<file path="src/rtl/nios2_ls_de2_pio_key_irq.sv">
`default_nettype none
// ============================================================================
// Module   : nios2_ls_de2_pio_key_irq
// Function : Avalon-MM PIO for active-low DE2 keys with falling-edge capture
//            and a level IRQ. The optional per-bit debounce filter is enabled
//            by defining PIO_KEY_DEBOUNCE_EN.
// Revision : 1.0
// ============================================================================
module nios2_ls_de2_pio_key_irq #(
    parameter int WIDTH           = 4,
    parameter int DEBOUNCE_CYCLES = 50000
) (
    input  logic             clk,
    input  logic             reset_n,
    input  logic [1:0]       address,
    input  logic             chipselect,
    input  logic             write_n,
    input  logic [31:0]      writedata,
    input  logic [WIDTH-1:0] in_port,
    output logic [31:0]      readdata,
    output logic             irq
);

    localparam logic [1:0] c_ADDR_DATA = 2'd0;
    localparam logic [1:0] c_ADDR_MASK = 2'd1;
    localparam logic [1:0] c_ADDR_EDGE = 2'd3;

    logic [WIDTH-1:0] r_s1;
    logic [WIDTH-1:0] r_s2;
    logic [WIDTH-1:0] w_filt;
    logic [WIDTH-1:0] r_prev;
    logic [WIDTH-1:0] r_irqmask;
    logic [WIDTH-1:0] r_edgecap;
    logic [WIDTH-1:0] w_fall;
    logic [WIDTH-1:0] w_clr;
    logic             w_wr;

    generate
        if (DEBOUNCE_CYCLES < 1) begin : g_cfg_check
            $error("DEBOUNCE_CYCLES must be at least 1");
        end
    endgenerate

    always_ff @(posedge clk or negedge reset_n) begin
        if (!reset_n) begin
            r_s1 <= '1;
            r_s2 <= '1;
        end else begin
            r_s1 <= in_port;
            r_s2 <= r_s1;
        end
    end

`ifdef PIO_KEY_DEBOUNCE_EN
    localparam int c_CW = $clog2(DEBOUNCE_CYCLES) + 1;
    localparam logic [c_CW-1:0] c_CNT_LAST = c_CW'(DEBOUNCE_CYCLES - 1);

    logic [WIDTH-1:0] r_filt;

    generate
        for (genvar i = 0; i < WIDTH; i++) begin : g_debounce
            logic [c_CW-1:0] r_cnt;

            // Counter only advances while the synchronized bit disagrees with filt.
            always_ff @(posedge clk or negedge reset_n) begin
                if (!reset_n) begin
                    r_cnt     <= '0;
                    r_filt[i] <= 1'b1;
                end else if (r_s2[i] != r_filt[i]) begin
                    if (r_cnt == c_CNT_LAST) begin
                        r_filt[i] <= r_s2[i];
                        r_cnt     <= '0;
                    end else begin
                        r_cnt <= r_cnt + 1'b1;
                    end
                end else begin
                    r_cnt <= '0;
                end
            end
        end
    endgenerate

    assign w_filt = r_filt;
`else
    assign w_filt = r_s2;
`endif

    assign w_wr   = chipselect & ~write_n;
    assign w_fall = r_prev & ~w_filt;
    assign w_clr  = (w_wr && address == c_ADDR_EDGE) ? writedata[WIDTH-1:0] : '0;

    // Set wins over clear when both hit the same bit in one cycle.
    always_ff @(posedge clk or negedge reset_n) begin
        if (!reset_n) begin
            r_prev    <= '1;
            r_irqmask <= '0;
            r_edgecap <= '0;
        end else begin
            r_prev    <= w_filt;
            r_edgecap <= (r_edgecap & ~w_clr) | w_fall;
            if (w_wr && address == c_ADDR_MASK) begin
                r_irqmask <= writedata[WIDTH-1:0];
            end
        end
    end

    always_comb begin
        readdata = 32'd0;
        case (address)
            c_ADDR_DATA: readdata[WIDTH-1:0] = w_filt;
            c_ADDR_MASK: readdata[WIDTH-1:0] = r_irqmask;
            c_ADDR_EDGE: readdata[WIDTH-1:0] = r_edgecap;
            default:     readdata = 32'd0;
        endcase
    end

    assign irq = |(r_edgecap & r_irqmask);

    logic w_unused_ok;
    assign w_unused_ok = &{1'b0, writedata[31:WIDTH]};

endmodule
`default_nettype wire

</file>
<file path="config.mk">
export PLATFORM = sky130hd
export DESIGN_NAME = nios2_ls_de2_pio_key_irq
export DESIGN_NICKNAME = d
export VERILOG_FILES = /design/src/rtl/nios2_ls_de2_pio_key_irq.sv
export SDC_FILE = /design/constraint.sdc
export NUM_CORES = 1
export LEC_CHECK = 0
export BUFFER_PORTS_ARGS = -buffer_cell sky130_fd_sc_hd__buf_2
export CAP_MARGIN = 20
export CORE_UTILIZATION = 43
export CTS_CLUSTER_DIAMETER = 100
export CTS_CLUSTER_SIZE = 28
export DETAILED_ROUTE_END_ITERATION = 16
export PLACE_DENSITY = 0.88
export SETUP_SLACK_MARGIN = 0.02
export SYNTH_ARGS = -nofsm -noshare
export SYNTH_HDL_FRONTEND = slang
export SYNTH_SLANG_ARGS = --single-unit
</file>
<file path="constraint.sdc">
create_clock -name clk -period 2.3 [get_ports clk]
set_clock_uncertainty 0.05 [all_clocks]
set_input_delay 0.345 -clock clk [delete_from_list [all_inputs] [get_ports clk]]
set_output_delay 0.345 -clock clk [all_outputs]
set_load 0.005 [all_outputs]
</file>
==> run summary <==
The run finished with clean final reports. Ranked by total cell area, the synthesized netlist is headed by dfstp_2, buf_4, dfrtp_1. The number of sinks on the clock net came out at 20. The placeable core area came out at 2233 um^2. The final routed wire length divided by cell count is 10.49 um.

The share of flip-flops with an asynchronous set or reset is 1.000. The first global-routing pass estimated 2.290 mm of wire. Measured along the x axis, the die boundary spans 50.88 um. The net count of the finished layout is 151. For this run, the number of Yosys warnings is 0. The worst setup path is captured at a primary output. Among all flip-flop cells after synthesis, the most frequent one is dfstp_2.

The final design instance area without fill is around 1100 um^2. Of the post-synthesis cell area, the dominant cell type holds 0.3069. Leaving out fill and tap cells, the most frequent cell in the layout is conb_1.

The register cell area after layout came out at 515.5 um^2. The number of maximum-capacitance violations is 0. Setup repair after global routing left no endpoint under its margin.

The post-detailed-placement cell area came out at 1021 um^2. The multi-input combinational cell area came out at 350.3 um^2. The clock network latency to the later pin of the worst-skew pair came out at 0.29 ns. The clock slew at the register clock pins of the worst setup and hold paths came out at 0.10 ns.

The count of final hold-check violations is 0. The pin count of the biggest net entering global routing is 21. The maximum buffer depth of the clock tree came out at 2. The worst endpoint required time is 1.90 ns.

Summing over every cut layer, the via total after detailed routing is 596. STA classifies the critical path startpoint as a register. The count of H-tree levels built during CTS is 1. The number of register bits inferred by synthesis came out at 20.

Once layout is complete, the utilization of the core stands at 0.4779. In this run the worst path has a maximum fanout of 3. The count of final setup violators came out at 0. The maximum vdd ir drop is 0.0006997 V.

The slowest stage of the critical path is the dfstp_2 cell. The via count of the first global-routing pass is 518. The area growth from synthesis to layout came out at 3.897%.

The number of nets with antenna violations after routing is 0. The number of antenna diodes in the final layout is 0. The path type of the worst min-delay path is input pin to register. The share of the clock period used by the worst path came out at 0.6959. The first detailed-routing pass ran for 3 iterations. STA puts the critical path data arrival time at 1.21 ns. The minimum period implied by the final worst setup slack is between 1.5 and 2 ns. The quantity of gates resized following cts is 0. The starting utilization of the core area came out at 0.4599.

The number of filler instances in the final layout came out at 208. The number of buffer cells added on primary ports is 18. The weighted congestion reported at the end of routability-driven placement came out at roughly 0.75. The die footprint came out at 2588 um^2. The total detailed-routing wirelength is 1.426 mm. The achievable clock frequency came out at 0.6248 GHz. The aggregate negative setup slack came out at 0 ns. 75 I/O pins were placed. The total power per unit cell area came out at 661.3 nW/um^2. The cell area that synthesis handed to floorplanning was ~1000 um^2. The number of antenna violations at the first check in global routing was 0. Of the cells placed in the final design, the portion with a size suffix greater than 1 is 0.3611. The root buffer cell chosen for the clock tree is clkbuf_4. The sum of net half-perimeters after detailed placement is 1.123 mm. The floorplan die height came out at 50.88 um.

The library cells used most frequently in the layout, excluding fill and tap cells, are conb_1, buf_2, dfstp_2, inv_1, dfrtp_1. The worst setup path is of the register to primary output kind. For this run, the total global-route usage over all layers was measured as 0.1250. The number of violations reported at the end of detailed-routing iteration 0 came out at 2. In this run, synthesis inferred 0 flip-flops with an integrated enable.

The sequential-to-total area share from yosys stat is 0.5018. Of all cell types, the one taking the most synthesized area is dfstp_2. The placement row count is 17. The largest stage delay on the critical path is 0.56 ns. In the synthesized netlist, the number of instances is 88. The TritonCTS clock tree is done. The number of vias per cell after detailed routing is between 4 and 5.

For this design the static power due to leakage is 0.0005566 uW. The total congestion overflow came out at 0. The final count of pins violating max slew is 0. The critical path goes through mux2i_1 > o21ai_0 > buf_2. The synthesized netlist contains 16 unique library cells.

The average cell area after synthesis came out at around 12 um^2. The number of CTS-inserted buffers came out at 3. The number of remaining DRC errors is 0.
cells in the mapped netlist, types with 2 or more instances:
cell / number
buf_4: 28
o21ai_0: 4
a22oi_1: 2
o221ai_1: 4
nand2b_1: 4
buf_6: 2
mux2i_1: 4
dfrtp_1: 8
nand3_1: 4
inv_1: 8
mux2_4: 4
dfstp_2: 12
registers in the layout (all words and copies together) (netlist names):
name and flops:
r_s1 4, r_prev 4, r_irqmask 4, r_s2 4, r_edgecap 4
cell type report:
type / count / area share
Sequential cell: 20 / 0.4830
Multi-Input combinational cell: 57 / 0.3283
Timing Repair Buffer: 19 / 0.09379
Clock buffer: 4 / 0.03400
Tap cell: 28 / 0.03283
Inverter: 8 / 0.02814
worst max-delay path, delay by kind of cell, from the launching register on:
family | cells | cell delay, ns
AO/OA/AOI/OAI | 1 | 0.16
buffers and inverters | 1 | 0.14
flip-flops | 1 | 0.56
multiplexers | 1 | 0.06
where the power goes:
part / switching [uW] / total (uW) / internal (uW)
clock: 97.9 / 194 / 96.4
combinational: 48.2 / 103 / 54.5
sequential: 20.5 / 409 / 388
metal layers:
layer / part of all wire / vias up / GRT usage
met5: 0 / - / 0
met4: 0.0042 / 0 / 0.02778
met3: 0.093 / 2 / 0.05357
met2: 0.48 / 44 / 0.2156
met1: 0.42 / 276 / 0.1431
li1: - / 274 / -
cells by family (layout without fill, tap and decap cells):
family                 Yosys count  after routing  share of synthesized area
AOI/OAI and AO/OA               10             10                    0.06820
buffers and inverters           38             31                     0.2558
DFF                             20             20                     0.5018
muxes                            8              8                    0.09745
other                            1             28                   0.003651
and+or+nand+nor                 11             11                    0.07308
worst paths after layout:
path | from | slack, ns | endpoint | depth (start not counted)
max | r_s2[3] | 0.70 | readdata[3] | 3
min | in_port[1] | 0.09 | r_s1[1] | 1
max reg2reg | r_prev[1] | 1.42 | r_edgecap[1] | 2
min reg2reg | r_s1[3] | 0.31 | r_s2[3] | 0
max in group asynchronous | reset_n | 1.42 | r_prev[3] | 2
min in group asynchronous | reset_n | 0.45 | r_edgecap[3] | 2
timing repair:
item	4_1_cts	5_1_grt
hold buffers	1	0
endpoints found under the hold margin	8	0
setup buffers	0	0
stage by stage:
| step | total power (uW) | setup slack [ns] | hold slack [ns] | cells |
|---|---|---|---|---|
| final | 705.8 | 0.6994 | 0.09118 | 136 |
| after CTS | 716.4 | 0.6648 | 0.07357 | 136 |
| after global placement | 509.2 | 0.9296 | 0.2343 | 131 |
| after detailed placement | 516.8 | 0.9032 | 0.2556 | 131 |
| after global routing | 744.3 | 0.6082 | 0.05517 | 136 |
| after floorplan | 512.6 | 1.037 | -0.0005911 | 115 |
Note: power is estimated with default switching activity, not from simulation.
